--- config.mk ---
export PLATFORM = sky130hd
export DESIGN_NAME = layer_serializer_flat
export DESIGN_NICKNAME = d
export VERILOG_FILES = /design/src/rtl/ae_pkg.sv /design/src/rtl/layer_serializer_if.sv /design/src/rtl/layer_serializer_mux.sv /design/src/rtl/layer_serializer.sv /design/src/flat_wrapper.sv
export SDC_FILE = /design/constraint.sdc
export NUM_CORES = 1
export LEC_CHECK = 0
export CORE_UTILIZATION = 45
export DETAILED_ROUTE_END_ITERATION = 16
export GPL_ROUTABILITY_DRIVEN = 1
export PLACE_DENSITY = 0.77
export SYNTH_ARGS = -nofsm -noshare
export SYNTH_HDL_FRONTEND = slang
export SYNTH_SLANG_ARGS = --single-unit
--- constraint.sdc ---
create_clock -name clk -period 8.2 [get_ports clk]
set_clock_uncertainty 0.15 [all_clocks]
set_input_delay 1.64 -clock clk [delete_from_list [all_inputs] [get_ports clk]]
set_output_delay 1.64 -clock clk [all_outputs]
set_load 0.05 [all_outputs]
--- src/rtl/ae_pkg.sv ---
// Shared types and constants for the autoencoder layer datapath.
package ae_pkg;

    localparam int DATA_W  = 16;
    localparam int N_WORDS = 16;
    localparam int SEL_W   = 4;

    typedef enum logic {
        IDLE = 1'b0,
        SEND = 1'b1
    } state_t;

    typedef logic signed [DATA_W-1:0] word_t;

endpackage

--- src/rtl/layer_serializer_if.sv ---
// Vector-in / word-out bus of the layer serializer.
// Handshake: a transfer happens on a rising edge where valid & ready are both high;
// valid never waits for ready, and the payload holds stable while valid is high and ready is low.
interface layer_serializer_if;
    import ae_pkg::*;

    logic                      in_valid;
    logic                      in_ready;
    logic [DATA_W*N_WORDS-1:0] in_data;
    logic                      out_valid;
    logic                      out_ready;
    word_t                     out_data;
    logic [SEL_W-1:0]          out_index;
    logic                      out_last;
    logic                      frame_done;

    modport master (
        output in_valid, in_data, out_ready,
        input  in_ready, out_valid, out_data, out_index, out_last, frame_done
    );

    modport slave (
        input  in_valid, in_data, out_ready,
        output in_ready, out_valid, out_data, out_index, out_last, frame_done
    );

endinterface

--- src/rtl/layer_serializer_mux.sv ---
// 16:1 word multiplexer; input_1 is selected by select == 0.
module mux_16_1 #(
    parameter int WIDTH = 16
) (
    input  logic [WIDTH-1:0] input_1,
    input  logic [WIDTH-1:0] input_2,
    input  logic [WIDTH-1:0] input_3,
    input  logic [WIDTH-1:0] input_4,
    input  logic [WIDTH-1:0] input_5,
    input  logic [WIDTH-1:0] input_6,
    input  logic [WIDTH-1:0] input_7,
    input  logic [WIDTH-1:0] input_8,
    input  logic [WIDTH-1:0] input_9,
    input  logic [WIDTH-1:0] input_10,
    input  logic [WIDTH-1:0] input_11,
    input  logic [WIDTH-1:0] input_12,
    input  logic [WIDTH-1:0] input_13,
    input  logic [WIDTH-1:0] input_14,
    input  logic [WIDTH-1:0] input_15,
    input  logic [WIDTH-1:0] input_16,
    input  logic [3:0]       select,
    output logic [WIDTH-1:0] result
);

    always_comb begin
        result = input_1;
        case (select)
            4'd0:  result = input_1;
            4'd1:  result = input_2;
            4'd2:  result = input_3;
            4'd3:  result = input_4;
            4'd4:  result = input_5;
            4'd5:  result = input_6;
            4'd6:  result = input_7;
            4'd7:  result = input_8;
            4'd8:  result = input_9;
            4'd9:  result = input_10;
            4'd10: result = input_11;
            4'd11: result = input_12;
            4'd12: result = input_13;
            4'd13: result = input_14;
            4'd14: result = input_15;
            4'd15: result = input_16;
            default: result = input_1;
        endcase
    end

endmodule

--- src/rtl/layer_serializer.sv ---
// Captures a 16-word neuron vector and streams it out one word per beat, index 0 first.
// Optional ReLU on the output word: define LAYER_SERIALIZER_RELU_EN.
module layer_serializer
    import ae_pkg::*;
#(
    parameter int DATA_W  = 16,
    parameter int N_WORDS = 16
) (
    input  logic                clk,
    input  logic                rst,
    layer_serializer_if.slave   bus,
    output state_t              dbg_state
);

    localparam logic [SEL_W-1:0] LAST_IDX = SEL_W'(N_WORDS - 1);

    if (DATA_W != ae_pkg::DATA_W || N_WORDS != ae_pkg::N_WORDS) begin : g_bad_cfg
        $error("layer_serializer: DATA_W and N_WORDS are fixed to 16 by the 16:1 mux");
    end

    state_t           state;
    state_t           state_next;
    logic [SEL_W-1:0] count;
    word_t            vec [N_WORDS];
    logic             done_q;
    logic             in_ready_int;
    logic             out_valid_int;
    logic             fire_in;
    logic             fire_out;
    logic             last_beat;
    logic [DATA_W-1:0] mux_word;

    // in_ready is also masked by rst so nothing can be captured on the reset edge.
    assign in_ready_int  = (state == IDLE) && !rst;
    assign out_valid_int = (state == SEND);
    assign fire_in       = bus.in_valid && in_ready_int;
    assign fire_out      = out_valid_int && bus.out_ready;
    assign last_beat     = fire_out && (count == LAST_IDX);

    always_ff @(posedge clk) begin
        if (rst) begin
            state  <= IDLE;
            count  <= '0;
            done_q <= 1'b0;
            for (int k = 0; k < N_WORDS; k++) begin
                vec[k] <= '0;
            end
        end else begin
            state  <= state_next;
            done_q <= last_beat;
            if (fire_in) begin
                count <= '0;
                for (int k = 0; k < N_WORDS; k++) begin
                    vec[k] <= word_t'(bus.in_data[k*DATA_W +: DATA_W]);
                end
            end else if (fire_out) begin
                count <= count + 1'b1;
            end
        end
    end

    always_comb begin
        state_next = state;
        case (state)
            IDLE:    if (fire_in)   state_next = SEND;
            SEND:    if (last_beat) state_next = IDLE;
            default: state_next = IDLE;
        endcase
    end

    mux_16_1 #(
        .WIDTH (DATA_W)
    ) u_mux (
        .input_1  (vec[0]),
        .input_2  (vec[1]),
        .input_3  (vec[2]),
        .input_4  (vec[3]),
        .input_5  (vec[4]),
        .input_6  (vec[5]),
        .input_7  (vec[6]),
        .input_8  (vec[7]),
        .input_9  (vec[8]),
        .input_10 (vec[9]),
        .input_11 (vec[10]),
        .input_12 (vec[11]),
        .input_13 (vec[12]),
        .input_14 (vec[13]),
        .input_15 (vec[14]),
        .input_16 (vec[15]),
        .select   (count),
        .result   (mux_word)
    );

    always_comb begin
        bus.in_ready   = in_ready_int;
        bus.out_valid  = out_valid_int;
        bus.out_index  = count;
        bus.out_last   = out_valid_int && (count == LAST_IDX);
        bus.frame_done = done_q;
`ifdef LAYER_SERIALIZER_RELU_EN
        bus.out_data   = mux_word[DATA_W-1] ? '0 : word_t'(mux_word);
`else
        bus.out_data   = word_t'(mux_word);
`endif
        dbg_state      = state;
    end

endmodule

--- src/flat_wrapper.sv ---
// flat-port wrapper written by rule: the top's interface ports become plain ports
module layer_serializer_flat import ae_pkg::*;
#(
    parameter int DATA_W  = 16,
    parameter int N_WORDS = 16
)
  (clk, rst, dbg_state, bus_in_valid, bus_in_data, bus_out_ready, bus_in_ready, bus_out_valid, bus_out_data, bus_out_index, bus_out_last, bus_frame_done);
  layer_serializer_if bus_i ();
  input  logic clk;
  input  logic rst;
  output state_t dbg_state;
  input wire logic [$bits(bus_i.in_valid)-1:0] bus_in_valid;
  input wire logic [$bits(bus_i.in_data)-1:0] bus_in_data;
  input wire logic [$bits(bus_i.out_ready)-1:0] bus_out_ready;
  output wire logic [$bits(bus_i.in_ready)-1:0] bus_in_ready;
  output wire logic [$bits(bus_i.out_valid)-1:0] bus_out_valid;
  output wire logic [$bits(bus_i.out_data)-1:0] bus_out_data;
  output wire logic [$bits(bus_i.out_index)-1:0] bus_out_index;
  output wire logic [$bits(bus_i.out_last)-1:0] bus_out_last;
  output wire logic [$bits(bus_i.frame_done)-1:0] bus_frame_done;
  assign bus_i.in_valid = bus_in_valid;
  assign bus_i.in_data = bus_in_data;
  assign bus_i.out_ready = bus_out_ready;
  assign bus_in_ready = bus_i.in_ready;
  assign bus_out_valid = bus_i.out_valid;
  assign bus_out_data = bus_i.out_data;
  assign bus_out_index = bus_i.out_index;
  assign bus_out_last = bus_i.out_last;
  assign bus_frame_done = bus_i.frame_done;
  layer_serializer #(.DATA_W(DATA_W), .N_WORDS(N_WORDS)) u_core (.clk(clk), .rst(rst), .bus(bus_i), .dbg_state(dbg_state));
endmodule
==> impl_metrics.py <==
metrics = {
    "status": {
        "outcome": "completed",
    },
    "route": {
        "wirelength_um": 34500,
        "drt_iter0_markers": 939,
        "ant_nets": 0,
        "via_count": 8586,
        "routedWlPerCell_um": 23.5,
        "dr.pass1.iters": 6,
        "drc": 0,
        "viasPerCell": 5.83,
    },
    "clock_network": {
        "cts_setup_buffers": 0,
        "ctsHoldBuffers": 0,
        "clk_pin_slew_worst_paths_ns": 0.06,
        "cts_tree": "yes",
        "post_cts_resized": 0,
        "cts.sinks": 262,
        "cts_max_level": 1,
        "clockBufferDepth": 3,
        "clock_latency_ns": 0.53,
        "cts_buffers": 27,
        "root_buffer": "clkbuf_16",
    },
    "logic_synthesis": {
        "ys_warn_count": 0,
        "async_reset_ff_frac": 0,
        "postSynthNetCount": 1146,
        "synth_seq_cells": 262,
        "yosysTopAreaCell": "edfxtp_1",
        "synth_cell_type_count": 45,
        "syn-instance-count": 882,
        "ys.flop_type": "edfxtp_1",
        "synthesis.area_um2": 11700,
        "ys_top_cells_by_area": "edfxtp_1 65%, and3_1 8.6%, nor2b_1 5.3%",
        "synth_edf_count": 256,
        "syn_area_per_cell_um2": 13.3,
        "synth_seq_area_share": 0.665,
        "yosysTopAreaCellShare": 0.655,
    },
    "run": {
        "cap_violations": 0,
    },
    "placed_design": {
        "finalWeightedCongestion": 0.962,
        "placedCellCount": 1416,
        "io_buffers": 284,
        "dp_hpwl_um": 23400,
    },
    "floorplan": {
        "die_y_um": 164,
        "die-area_um2": 26700,
        "coreArea_um2": 25400,
        "num_io_pins": 285,
        "die_w_um": 164,
        "start_util": 0.462,
        "rows": 58,
    },
    "sta": {
        "slew_headroom": 0.173,
        "fmax_mhz": 172,
        "setup_violations": 0,
        "slew_violations": 0,
        "grt_setup_unrepaired": "no",
        "finalHoldViolCount": 0,
        "worst_slew_pin_slew_ns": 1.24,
        "period_needed_ns": 5.81,
        "fin_tns_setup_ns": 0,
        "period_share": 0.708,
    },
    "critical_path": {
        "path_depth": 7,
        "r2r_cells": 3,
        "cp_max_fo": 21,
        "worst_path_max_delay_cell": "a2111oi_4",
        "crit_type": "reg -> out",
        "max_stage_delay_ns": 0.99,
        "crit_buf_inv": 3,
        "critPathTopFamily": "buffers and inverters",
        "start_kind": "register",
        "cp-end-kind": "output port",
        "worstPathCellList": "inv_1 -> ha_2 -> buf_4 -> a2111oi_4 -> a21oi_1 -> nand4b_1 -> clkdlybuf4s50_1",
        "cp.required_ns": 6.41,
        "crit_arrival_ns": 4.02,
    },
    "hold_path": {
        "hold_depth": 2,
        "min_path_type": "reg -> reg",
    },
    "layout": {
        "final_common_cell": "clkdlybuf4s50_1",
        "final_cell_mix": "282 x clkdlybuf4s50_1, 256 x edfxtp_1, 162 x and3_1",
        "area_growth_pct": 32.2,
        "stdcell_count": 1473,
        "drive_above_1_share": 0.0564,
        "fin_nets": 1379,
        "n_fill_cell": 1942,
    },
    "global_route": {
        "grt_pass1_wl_um": 50100,
        "grt_usage": 0.253,
        "grt_start_max_net_pins": 153,
        "grt_pass1_vias": 8378,
        "grt_antenna_before_repair": 10,
        "overflow": 0,
    },
    "power_and_ir_drop": {
        "ir_drop_v": 0.000128,
        "p_leak_nw": 5.90,
        "p_comb_frac": 0.114,
        "p_per_area_nw_per_um2": 197,
        "switching_share": 0.231,
        "netSwitchingPower_w": 0.000706,
        "internal_power_w": 0.00235,
        "seq_power_share": 0.527,
        "p_clk_frac": 0.359,
    },
}
## logic make-up after synthesis
family,count (synthesis),synth area share
AO/OA/AOI/OAI,163,0.109
adder cells (fa/ha/maj),4,0.00426
buffers and inverters,93,0.0332
flip-flops,262,0.665
multiplexers,15,0.0132
AND/OR/NAND/NOR,345,0.175
## state kept, by name, summed over array words and instances (netlist names)
name                   count
u_core.bus.out_valid       1
u_core.bus.out_index       4
u_core.bus.frame_done      1
u_core.vec               256
## worst reg2reg max path, stage by stage (launching register included)
cell	delay, ns
dfxtp_1	0.47
nor2_4	0.34
a21o_4	0.92
buf_4	0.82
## cell usage after synthesis (2+ instances only)
| library cell | n |
|---|---|
| buf_1 | 12 |
| or2_2 | 2 |
| a311oi_1 | 2 |
| a22oi_1 | 34 |
| a211oi_1 | 13 |
| buf_6 | 2 |
| nand3b_1 | 3 |
| nor3_1 | 4 |
| nand4b_1 | 9 |
| o211ai_1 | 2 |
| a31oi_1 | 4 |
| ha_1 | 4 |
| nor2b_1 | 99 |
| o22ai_1 | 5 |
| edfxtp_1 | 256 |
| a32oi_1 | 16 |
| and3_1 | 162 |
| mux2_2 | 4 |
| nand2b_1 | 2 |
| buf_2 | 17 |
| a21oi_1 | 29 |
| dfxtp_1 | 6 |
| nor2_1 | 27 |
| mux2i_1 | 11 |
| inv_1 | 2 |
| a222oi_1 | 23 |
| a32o_1 | 5 |
| a21o_1 | 3 |
| nand2_1 | 24 |
| nand3_1 | 6 |
| a221oi_1 | 16 |
| a22o_1 | 5 |
| clkbuf_1 | 59 |
| and2_1 | 2 |
| a41oi_1 | 2 |
## cell type report
class / count / area, um2 / share of cell area
diodes: 9 / 22.5 / 0.00145
clock inverters: 15 / 80.1 / 0.00516
inverters: 2 / 7.51 / 0.000484
flip-flops and latches: 262 / 7810 / 0.503
repair buffers: 295 / 2920 / 0.188
clock buffers: 33 / 698 / 0.0450
multi-input cells: 527 / 3570 / 0.230
well taps: 330 / 413 / 0.0266
## power groups by stage
stage	Combinational, W	Clock, W	Sequential (W)
final	0.000350	0.00110	0.00161
after global routing	0.000372	0.00117	0.00162
after CTS	0.000350	0.00111	0.00161
after detailed placement	0.000348	0	0.00164
after global placement	0.000344	0	0.00164
after floorplan	0.000158	0	0.00163
## metrics by stage
| stage | utilization | worst slack, ns | cell area (um2) | hold slack [ns] | total power, W |
|---|---|---|---|---|---|
| finish | 0.611 | 2.39 | 15500 | 0.486 | 0.00306 |
| global route | 0.611 | 2.18 | 15500 | 0.516 | 0.00316 |
| CTS | 0.610 | 2.38 | 15500 | 0.479 | 0.00307 |
| detailed placement | 0.580 | 2.96 | 14700 | 0.463 | 0.00199 |
| global placement | 0.580 | 3.02 | 14700 | 0.424 | 0.00198 |
| floorplan | - | 1.59 | 11700 | 0.654 | 0.00179 |
## final timing paths
check,start,endpoint,slack [ns]
hold / removal,u_core.bus.out_index[1],u_core.bus.out_index[1],0.49
hold reg to reg,u_core.bus.out_index[1],u_core.bus.out_index[1],0.49
setup reg to reg,u_core.bus.out_valid,u_core.vec[0][67],5.06
setup / recovery,u_core.bus.out_index[0],bus_out_data[10],2.39
## routing by layer
layer	track usage	share of wire	vias up
met5	0	0.00041	-
met4	0.101	0.031	2
met3	0.0528	0.088	55
met2	0.406	0.48	464
met1	0.337	0.40	4144
li1	-	-	3921
Note: power is estimated with default switching activity, not from simulation.
